**src/rtl/fetch_unit_pkg.sv**
```systemverilog
// Shared widths, fetch FSM state encoding and capture-buffer entry type for the fetch stage.
package constants;
  localparam int unsigned ADDR_SIZE = 19;
  localparam int unsigned DATA_SIZE = 19;

  typedef enum logic [1:0] {IDLE, FETCH, HOLD, DISCARD} fetch_state_t;

  typedef struct packed {
    logic [DATA_SIZE-1:0] instr;
    logic [ADDR_SIZE-1:0] pc;
  } fetch_entry_t;
endpackage

```
**src/rtl/fetch_unit_buffer.sv**
```systemverilog
// Capture buffer between memory return and the IR: 1 or 2 entries, head-first, synchronous flush.
module fetch_buffer
  import constants::*;
#(
  parameter int unsigned DEPTH = 1
) (
  input  logic         clk,
  input  logic         rst,
  input  logic         flush,
  input  logic         push,
  input  fetch_entry_t push_entry,
  output logic         out_valid,
  input  logic         out_ready,
  output fetch_entry_t out_entry,
  output logic [1:0]   count
);

  logic         pop;
  logic [1:0]   count_next;
  fetch_entry_t head_next;
  fetch_entry_t second;
  fetch_entry_t second_next;

  assign pop = out_valid && out_ready;

  // Head always presents the oldest entry; second only exists for the 2-deep build.
  always_comb begin
    count_next  = count;
    head_next   = out_entry;
    second_next = second;
    if (flush) begin
      count_next  = '0;
      head_next   = '0;
      second_next = '0;
    end else begin
      count_next = count + 2'(push) - 2'(pop);
      if (pop && DEPTH > 1) head_next = second;
      if (push) begin
        if (count == 2'd0 || (count == 2'd1 && pop)) head_next = push_entry;
        else second_next = push_entry;
      end
    end
  end

  always_ff @(posedge clk or posedge rst) begin
    if (rst) begin
      count     <= '0;
      out_valid <= 1'b0;
      out_entry <= '0;
      second    <= '0;
    end else begin
      count     <= count_next;
      out_valid <= (count_next != 2'd0);
      out_entry <= head_next;
      second    <= second_next;
    end
  end

endmodule

```
**src/rtl/fetch_unit.sv**
```systemverilog
// Instruction fetch stage: PC, memory req/ack, IR valid/ready and jump redirect handling.
// Define FETCH_SKID_EN for a 2-entry capture buffer that keeps fetching while the IR stalls.
module fetch_unit #(
  parameter int unsigned          ADDR_SIZE    = constants::ADDR_SIZE,
  parameter int unsigned          DATA_SIZE    = constants::DATA_SIZE,
  parameter logic [ADDR_SIZE-1:0] RESET_VECTOR = '0
) (
  input  logic                 clk,
  input  logic                 rst,
  input  logic                 halt,
  input  logic                 jmp_valid,
  input  logic [ADDR_SIZE-1:0] jmp_addr,
  output logic [ADDR_SIZE-1:0] mem_addr,
  output logic                 mem_req,
  input  logic                 mem_ack,
  input  logic [DATA_SIZE-1:0] mem_rdata,
  output logic                 ir_valid,
  input  logic                 ir_ready,
  output logic [DATA_SIZE-1:0] ir_instr,
  output logic [ADDR_SIZE-1:0] ir_pc
);
  import constants::*;

`ifdef FETCH_SKID_EN
  localparam int unsigned DEPTH = 2;
`else
  localparam int unsigned DEPTH = 1;
`endif

  fetch_state_t         state, state_next;
  logic [ADDR_SIZE-1:0] pc, pc_next, addr_next;
  logic                 req_next;
  logic                 push, pop, fills;
  logic [1:0]           buf_count, cnt_after;
  fetch_entry_t         push_entry, buf_out;

  assign pop        = ir_valid && ir_ready;
  assign cnt_after  = buf_count + 2'd1 - 2'(pop);
  assign fills      = (cnt_after == 2'(DEPTH));
  assign push_entry = '{instr: mem_rdata, pc: mem_addr};
  assign ir_instr   = buf_out.instr;
  assign ir_pc      = buf_out.pc;

  // Next state; mem_addr only moves when a new request starts, so an un-acked request stays stable.
  always_comb begin
    state_next = state;
    pc_next    = pc;
    addr_next  = mem_addr;
    push       = 1'b0;
    unique case (state)
      IDLE, HOLD: begin
        if (jmp_valid) begin
          pc_next    = jmp_addr;
          state_next = halt ? IDLE : FETCH;
          addr_next  = halt ? mem_addr : jmp_addr;
        end else if (state == IDLE || pop) begin
          state_next = halt ? IDLE : FETCH;
          addr_next  = halt ? mem_addr : pc;
        end
      end
      FETCH: begin
        if (jmp_valid) begin
          pc_next = jmp_addr;
          if (mem_ack) begin
            state_next = halt ? IDLE : FETCH;
            addr_next  = halt ? mem_addr : jmp_addr;
          end else begin
            state_next = DISCARD;
          end
        end else if (mem_ack) begin
          push    = 1'b1;
          pc_next = pc + ADDR_SIZE'(1);
          if (fills) begin
            state_next = HOLD;
          end else if (halt) begin
            state_next = IDLE;
          end else begin
            state_next = FETCH;
            addr_next  = pc_next;
          end
        end
      end
      DISCARD: begin
        if (jmp_valid) pc_next = jmp_addr;
        if (mem_ack) begin
          state_next = halt ? IDLE : FETCH;
          addr_next  = halt ? mem_addr : pc_next;
        end
      end
      default: state_next = IDLE;
    endcase
    req_next = (state_next == FETCH) || (state_next == DISCARD);
  end

  always_ff @(posedge clk or posedge rst) begin
    if (rst) begin
      state    <= IDLE;
      pc       <= RESET_VECTOR;
      mem_req  <= 1'b0;
      mem_addr <= '0;
    end else begin
      state    <= state_next;
      pc       <= pc_next;
      mem_req  <= req_next;
      mem_addr <= addr_next;
    end
  end

  fetch_buffer #(.DEPTH(DEPTH)) u_buffer (
    .clk       (clk),
    .rst       (rst),
    .flush     (jmp_valid),
    .push      (push),
    .push_entry(push_entry),
    .out_valid (ir_valid),
    .out_ready (ir_ready),
    .out_entry (buf_out),
    .count     (buf_count)
  );

endmodule

```
**config.mk**
```make
export PLATFORM = sky130hd
export DESIGN_NAME = fetch_unit
export DESIGN_NICKNAME = d
export VERILOG_FILES = /design/src/rtl/fetch_unit_pkg.sv /design/src/rtl/fetch_unit_buffer.sv /design/src/rtl/fetch_unit.sv
export SDC_FILE = /design/constraint.sdc
export NUM_CORES = 1
export LEC_CHECK = 0
export CORE_ASPECT_RATIO = 1.4
export CORE_MARGIN = 8
export CORE_UTILIZATION = 46
export DETAILED_ROUTE_END_ITERATION = 8
export GPL_TIMING_DRIVEN = 0
export PLACE_DENSITY = 0.84
export SLEW_MARGIN = 5
export SYNTH_ARGS = -nofsm -noshare
export SYNTH_HDL_FRONTEND = slang
export SYNTH_SLANG_ARGS = --single-unit
```
**constraint.sdc**
```tcl
create_clock -name clk -period 5.3 [get_ports clk]
set_input_delay 1.06 -clock clk [delete_from_list [all_inputs] [get_ports clk]]
set_output_delay 1.06 -clock clk [all_outputs]
set_load 0.02 [all_outputs]
```
Yosys cells after proc, flatten, opt, wreduce, memory -nomap -nowiden
Index checks and enable logic that the tools add are counted.
- register bits: 82
- input bits: 44
- output and inout port bits: 59
- logic and storage cells: 74
- add/sub/neg operators: 5
- equal/unequal tests: 15
- multiplexer cells: 32
- reductions and logical operators: 14
- operator list (cell ; number):
    19-bit 2-to-1 mux ; 14
    38-bit 2-to-1 mux ; 3
    19-bit one-hot mux with 3 select lines ; 1
    19-bit one-hot mux with 2 select lines ; 1
    19-bit by 1-bit adder with 19-bit output (second input constant) ; 1
    2-bit 2-to-1 mux ; 8
    3-bit != test (second input constant) ; 5
    2-bit by 1-bit == test with 1-bit output (second input constant) ; 4
    7-bit AND reduction ; 1
    2-bit == test (second input constant) ; 3
    2-bit != test (second input constant) ; 3
    2-bit one-hot mux with 3 select lines ; 1
    2-bit nonzero test ; 3
    2-bit zero test ; 2
    1-bit 2-to-1 mux ; 4
    2-bit by 1-bit subtractor with 2-bit output ; 2
    1-bit logical OR ; 3
    3-bit OR reduction ; 1
    2-bit by 1-bit adder with 2-bit output ; 1
    2-bit by 1-bit adder with 2-bit output (second input constant) ; 1
    1-bit logical AND ; 2
    2-bit AND reduction ; 1
    2-bit OR reduction ; 1

Logic depth before layout (Yosys ltp)
Gate-level depths: netlist (run 1).
- word-level depth: 9
- gate-level depth with buffers: 9
- gate-level depth less buffers: 9

Modules after synthesis
From an unflattened synthesis (run 1), not the netlist that was laid out.
- cell total of the unflattened synthesis: 419
- area total of the unflattened synthesis: 4251.6 um2
- modules (own cells, without submodules) (module ; instances ; cells an instance ; area each (um2) ; sequential area each (um2)):
    fetch_unit ; 1 ; 316 ; 2713.9 ; 1026.0
    fetch_buffer ; 1 ; 103 ; 1537.7 ; 1026.0

Least setup slack after synthesis (run 1)
Ideal clock, no wire load.
- kind: input -> register
- from: in jmp_valid
- to: reg u_buffer.out_valid
- data arrival time: 2.388 ns
- data required time: 5.173 ns
- slack: 2.785 ns
- cell stages on the path: 8
- buffers on the path: 1
- cells stage by stage: buf_2 -> nor3b_2 -> and2_1 -> ha_1 -> xor2_1 -> xnor2_1 -> nor2_1 -> or2_2
- word-level cells in the longest chain between the ends: 6
- ends and longest elaborated chain (what ; line ; text):
    start, declared ; fetch_unit.sv:11 ; input logic jmp_valid,
    1-bit 2-to-1 mux ; fetch_unit.sv:62 ; if (jmp_valid) begin
    1-bit 2-to-1 mux ; fetch_unit.sv:50 ; unique case (state)
    2-bit by 1-bit adder with 2-bit output ; fetch_unit_buffer.sv:36 ; count_next = count + 2'(push) - 2'(pop);
    2-bit by 1-bit subtractor with 2-bit output ; fetch_unit_buffer.sv:36 ;
    2-bit 2-to-1 mux (*) ; fetch_unit_buffer.sv:31 ; if (flush) begin
    via u_buffer.count_next[1] ; fetch_unit_buffer.sv:19 ; logic [1:0] count_next;
    2-bit nonzero test (*) ; fetch_unit_buffer.sv:53 ; out_valid <= (count_next != 2'd0);
    end signal, assigned ; fetch_unit_buffer.sv:53 ;
    end, declared ; fetch_unit_buffer.sv:12 ; output logic out_valid,
Mark *: on every way through the listed nets, which the timed path passes. The rest lies on a longest branch.
A chain may end at the register's enable or synchronous reset.

Worst setup path in the final report (run 1)
- from: in ir_ready
- to: reg mem_addr[17]
- word-level cells in the longest chain between the ends: 5
- elaborated cells between the ends (all ways): 7
- those cells by class: add/sub (1); eq/ne (3); reduce/logical (3)
- ends and longest elaborated chain (what ; line ; text):
    start, declared ; fetch_unit.sv:18 ; input logic ir_ready,
    1-bit logical AND (*) ; fetch_unit.sv:37 ; assign pop = ir_valid && ir_ready;
    2-bit by 1-bit subtractor with 2-bit output ; fetch_unit.sv:38 ; assign cnt_after = buf_count + 2'd1 - 2'(pop);
    2-bit by 1-bit == test with 1-bit output ; fetch_unit.sv:39 ; assign fills = (cnt_after == 2'(DEPTH));
    3-bit != test (no source line) ; - ;
    7-bit AND reduction (no source line) (*) ; - ;
    end signal, assigned ; fetch_unit.sv:105 ; mem_addr <= addr_next;
    end, declared ; fetch_unit.sv:13 ; output logic [ADDR_SIZE-1:0] mem_addr,
Mark *: on every way between the ends. The rest lies on a longest branch, timed or not.

==> tab_implementation.tex, run 1 <==
\begin{tabular}{lr}
\hline
Metric & Value \\
\hline
\multicolumn{2}{l}{\textbf{Power and ir drop}} \\
Power share of the combinational group & 0.377 \\
Internal power summed over all cells & 1.564 mW \\
Proportion of power drawn by the clock network & 0.258 \\
Power density normalized to cell area & 432.3 nW/um2 \\
Net Sw Frac & 0.3668 \\
Peak supply drop & 0.0002565 V \\
Post-route total power & 2.470 mW \\
Share of total power in sequential cells & 0.365 \\
P\_leak & 2.485 nW \\
Total net switching power & 0.9061 mW \\
\multicolumn{2}{l}{\textbf{Logic synthesis}} \\
Top cells by area in the synthesized netlist & dfrtp\_1, o21ai\_0, nand3\_1 \\
Number of storage elements in the synthesis netlist & 81 \\
Portion of the post-synthesis area used by sequential elements & 0.4775 \\
Synthesis warning total & 0 \\
Adder and majority gate portion of the synthesized area & 0.01474 \\
Net Count, Synth & 512 \\
Most used DFF post-synth & dfrtp\_1 \\
Distinct cells, synth & 56 \\
Dominant combinational cell family by area after synthesis & simple AND/OR/NAND/NOR gates \\
Share of the synthesized netlist area taken by xor and xnor gates & 0.05570 \\
Portion of synthesized cell area occupied by the leading cell type & 0.4775 \\
Share of the synthesized area in compound gates (AO/OA/AOI/OAI) & 0.1538 \\
Avg Cell Area, Syn & 9.169 um2 \\
EDFF count, synth & 0 \\
Share of synthesized area spent on multiplexers & 0.04008 \\
Post-synthesis cell area & 4245 um2 \\
Cell taking the most area after synthesis & dfrtp\_1 \\
Simple-gate portion of the synthesized area & 0.1854 \\
Async set or reset register ratio after synthesis & 1.000 \\
Syn Inst Count & 463 \\
\multicolumn{2}{l}{\textbf{Setup path}} \\
Endpoint kind of the worst setup timing path & register \\
Endpoint of the worst register-to-register path & mem\_addr[17] \\
Critical path's most frequent cell & nand2\_1 \\
Startpoint Class & primary input \\
Cell count of the worst reg-to-reg path & 8 \\
Worst-case register-to-register setup slack & 3.25 ns \\
Peak fanout along the critical path & 10 \\
Slowest cell on the critical path & clkdlybuf4s50\_1 \\
Signal arrival time at the worst endpoint & 3.07 ns \\
Category of the most critical setup path & primary input to register \\
Slowest stage delay, CP & 0.47 ns \\
Launch instance of the worst register-to-register path & u\_buffer.out\_valid \\
Data required time of the critical path & 5.53 ns \\
Cells along the critical path & clkdlybuf4s50\_1, nand2\_1, ha\_1, xnor2\_1, nand3\_1, o211ai\_2, buf\_2, nand2\_1, o41ai\_2 \\
Kind of cell with the highest combined delay on the critical path & buffers and inverters \\
Buffer and inverter count on the worst path & 2 \\
\multicolumn{2}{l}{\textbf{Placed design}} \\
Minimum setup slack after placement & 2.166 ns \\
Last weighted congestion value of the routability-driven placer & 0.9325 \\
Inst Count DP & 671 \\
Post-placement cell area & 5410 um2 \\
Hpwl dp & 9.115 mm \\
Count of input and output buffers & 100 \\
\multicolumn{2}{l}{\textbf{Worst hold path}} \\
WHS Path Cells & 2 \\
Path class of the lowest-slack min-delay path & register to register \\
End point of the worst hold path & u\_buffer.out\_entry[30] \\
Hold path start & u\_buffer.out\_entry[30] \\
\multicolumn{2}{l}{\textbf{Global route}} \\
Wire length of the first global-routing pass & 20.06 mm \\
Vias in the first global route & 3977 \\
Total global routing overflow & 0 \\
Number of antenna violations at the first check in global routing & 0 \\
Maximum number of pins on one net before global-route repair & 56 \\
All-layer global routing usage & 0.1971 \\
\multicolumn{2}{l}{\textbf{Timing}} \\
Max Clock Skew & 0.007253 ns \\
Slew HR & 0.4963 \\
Max frequency & 353.0 MHz \\
Hold Slack & 0.5027 ns \\
Total negative slack & 0 ns \\
Setup repair after global routing missed its margin & false \\
Setup violators final & 0 \\
Fin crit share & 0.5345 \\
Shortest clock period the worst path allows after layout & 2.833 ns \\
Hold Vio Cnt, Final & 0 \\
Final slew viol count & 0 \\
Measured slew at the worst slew-check pin & 0.7498 ns \\
Setup WS post-layout & 2.467 ns \\
\multicolumn{2}{l}{\textbf{Final layout}} \\
Share of layout cells above drive strength 1 & 0.1034 \\
Combined flip-flop and latch cell area & 2027 um2 \\
Count of filler cells inserted in the layout & 735 \\
Commonest non-fill, non-tap cells in the layout & clkdlybuf4s50\_1, dfrtp\_1, o21ai\_0 \\
Post-route core utilization & 0.6365 \\
Area added between synthesis and finish & 34.60\% \\
\# diodes & 0 \\
Non-filler instance count after layout & 687 \\
Most common cell after layout, fill and taps aside & clkdlybuf4s50\_1 \\
Cell area after layout & 5714 um2 \\
Final net count & 624 \\
Area used by multi-input combinational logic & 1909 um2 \\
\multicolumn{2}{l}{\textbf{Detailed routing}} \\
First-pass iteration count of the detailed router & 5 \\
Post-route DRC & 0 \\
Final ANT Viol Nets & 0 \\
Detailed Route Iter0 Violations & 282 \\
Number of vias per cell after detailed routing & 5.579 \\
Routed length per instance & 17.87 um \\
Total routed wirelength & 12.28 mm \\
Number of vias in the routed layout & 3833 \\
\multicolumn{2}{l}{\textbf{CTS}} \\
Number of buffers on the longest clock path & 2 \\
Clk\_lat worst skew & 0.34 ns \\
Root buffer cell & clkbuf\_16 \\
H-tree depth & 3 \\
Number of buffers inserted by post-CTS setup repair & 0 \\
CTS tree & done \\
Post-cts repair resize count & 0 \\
Number of buffers created by CTS & 9 \\
Count of clock tree sinks & 81 \\
CTS hold repair buffers & 0 \\
Clock-pin slew reported for the worst setup and hold paths after clock tree synthesis & 0.06 ns \\
\multicolumn{2}{l}{\textbf{Die}} \\
Die outline area & 12600 um2 \\
Initial Utilization & 0.4729 \\
IO Pins & 103 \\
Standard-cell rows & 41 \\
Total core area & 8977 um2 \\
Die Wd & 97.19 um \\
Vertical extent of the die & 129.7 um \\
\multicolumn{2}{l}{\textbf{Run status}} \\
Status & completed \\
\multicolumn{2}{l}{\textbf{Flow run}} \\
Maximum capacitance violations & 0 \\
\hline
\end{tabular}
[worst max path at each step]
stage,end,cells past startpoint,start,slack (ns)
floorplan,asynchronous set/reset pin,1,rst,2.16
global placement,mem_addr[9],2,rst,0.93
detailed placement,mem_addr[16],9,ir_ready,2.17
CTS,mem_addr[17],9,ir_ready,2.48
global route,mem_addr[12],9,ir_ready,2.32
finish,mem_addr[17],9,ir_ready,2.47
[state kept, by name, summed over array words and instances, names as in the netlist, named ones only]
signal / flops
u_buffer.out_entry: 38
mem_addr: 19
pc: 19
u_buffer.count: 2
state: 1
u_buffer.out_valid: 1
[kinds of logic after synthesis]
| group | Yosys count |
|---|---|
| buf+inv | 76 |
| simple gates | 149 |
| mux | 16 |
| flops | 81 |
| compound gates | 109 |
| fa+ha+maj | 5 |
| xor+xnor | 27 |
[worst min-delay path: stages (launching register included)]
cell     delay, ns
dfrtp_1       0.34
nand3_1       0.06
o21ai_0       0.07
[per-layer routing]
metal	global-route usage	wire [um]	vias up
met5	0	0	-
met1	0.2177	4844	1866
met3	0.03674	677	22
met4	0.1054	319	0
met2	0.3522	6437	130
li1	-	-	1815
[power by group through the flow]
stage / clock network (mW) / logic (mW) / registers, mW
floorplan: 0 / 0.376 / 1.03
global placement: 0 / 0.905 / 0.902
detailed placement: 0 / 0.927 / 0.909
CTS: 0.644 / 0.939 / 0.900
global route: 0.670 / 1.00 / 0.923
finish: 0.637 / 0.931 / 0.902
[cell type report]
class                      count  area share
inverter                      46     0.03065
multi-input combinational    306      0.3341
tap                          107     0.02343
buffer                        30     0.02387
sequential                    81      0.3547
clock buffer                  10     0.04182
timing repair buffer         101      0.1800
clock inverter                 6     0.01139
[cells in the mapped netlist, drive strengths merged, types with 2 or more instances]
master	instances
a211oi	5
a21boi	3
a21oi	18
a2bb2oi	3
a31oi	2
and4	2
buf	19
clkbuf	11
dfrtp	81
ha	5
inv	46
mux2	8
mux2i	8
nand2	41
nand2b	3
nand3	49
nand4	5
nor2	25
nor2b	2
nor3	8
nor3b	2
nor4	5
o211ai	2
o21ai	58
o22ai	3
o31ai	6
o41ai	3
xnor2	13
xor2	14
Power figures use the tool's default switching activity.
==> run 2: changes to the inputs <==
- clock period: 5.3 -> 2.9 ns (I/O delays scaled with it)
==> results of run 2 <==
The final DEF is identical to that of run 1. Status: completed.
Among the figures that moved: setup slack after placement 2.166 ns -> 0.2461 ns; setup slack after layout 2.467 ns -> 0.5470 ns; register-to-register setup slack 3.25 ns -> 0.85 ns; total power 2.470 mW -> 4.514 mW; worst IR drop on VDD 0.0002565 V -> 0.0004687 V
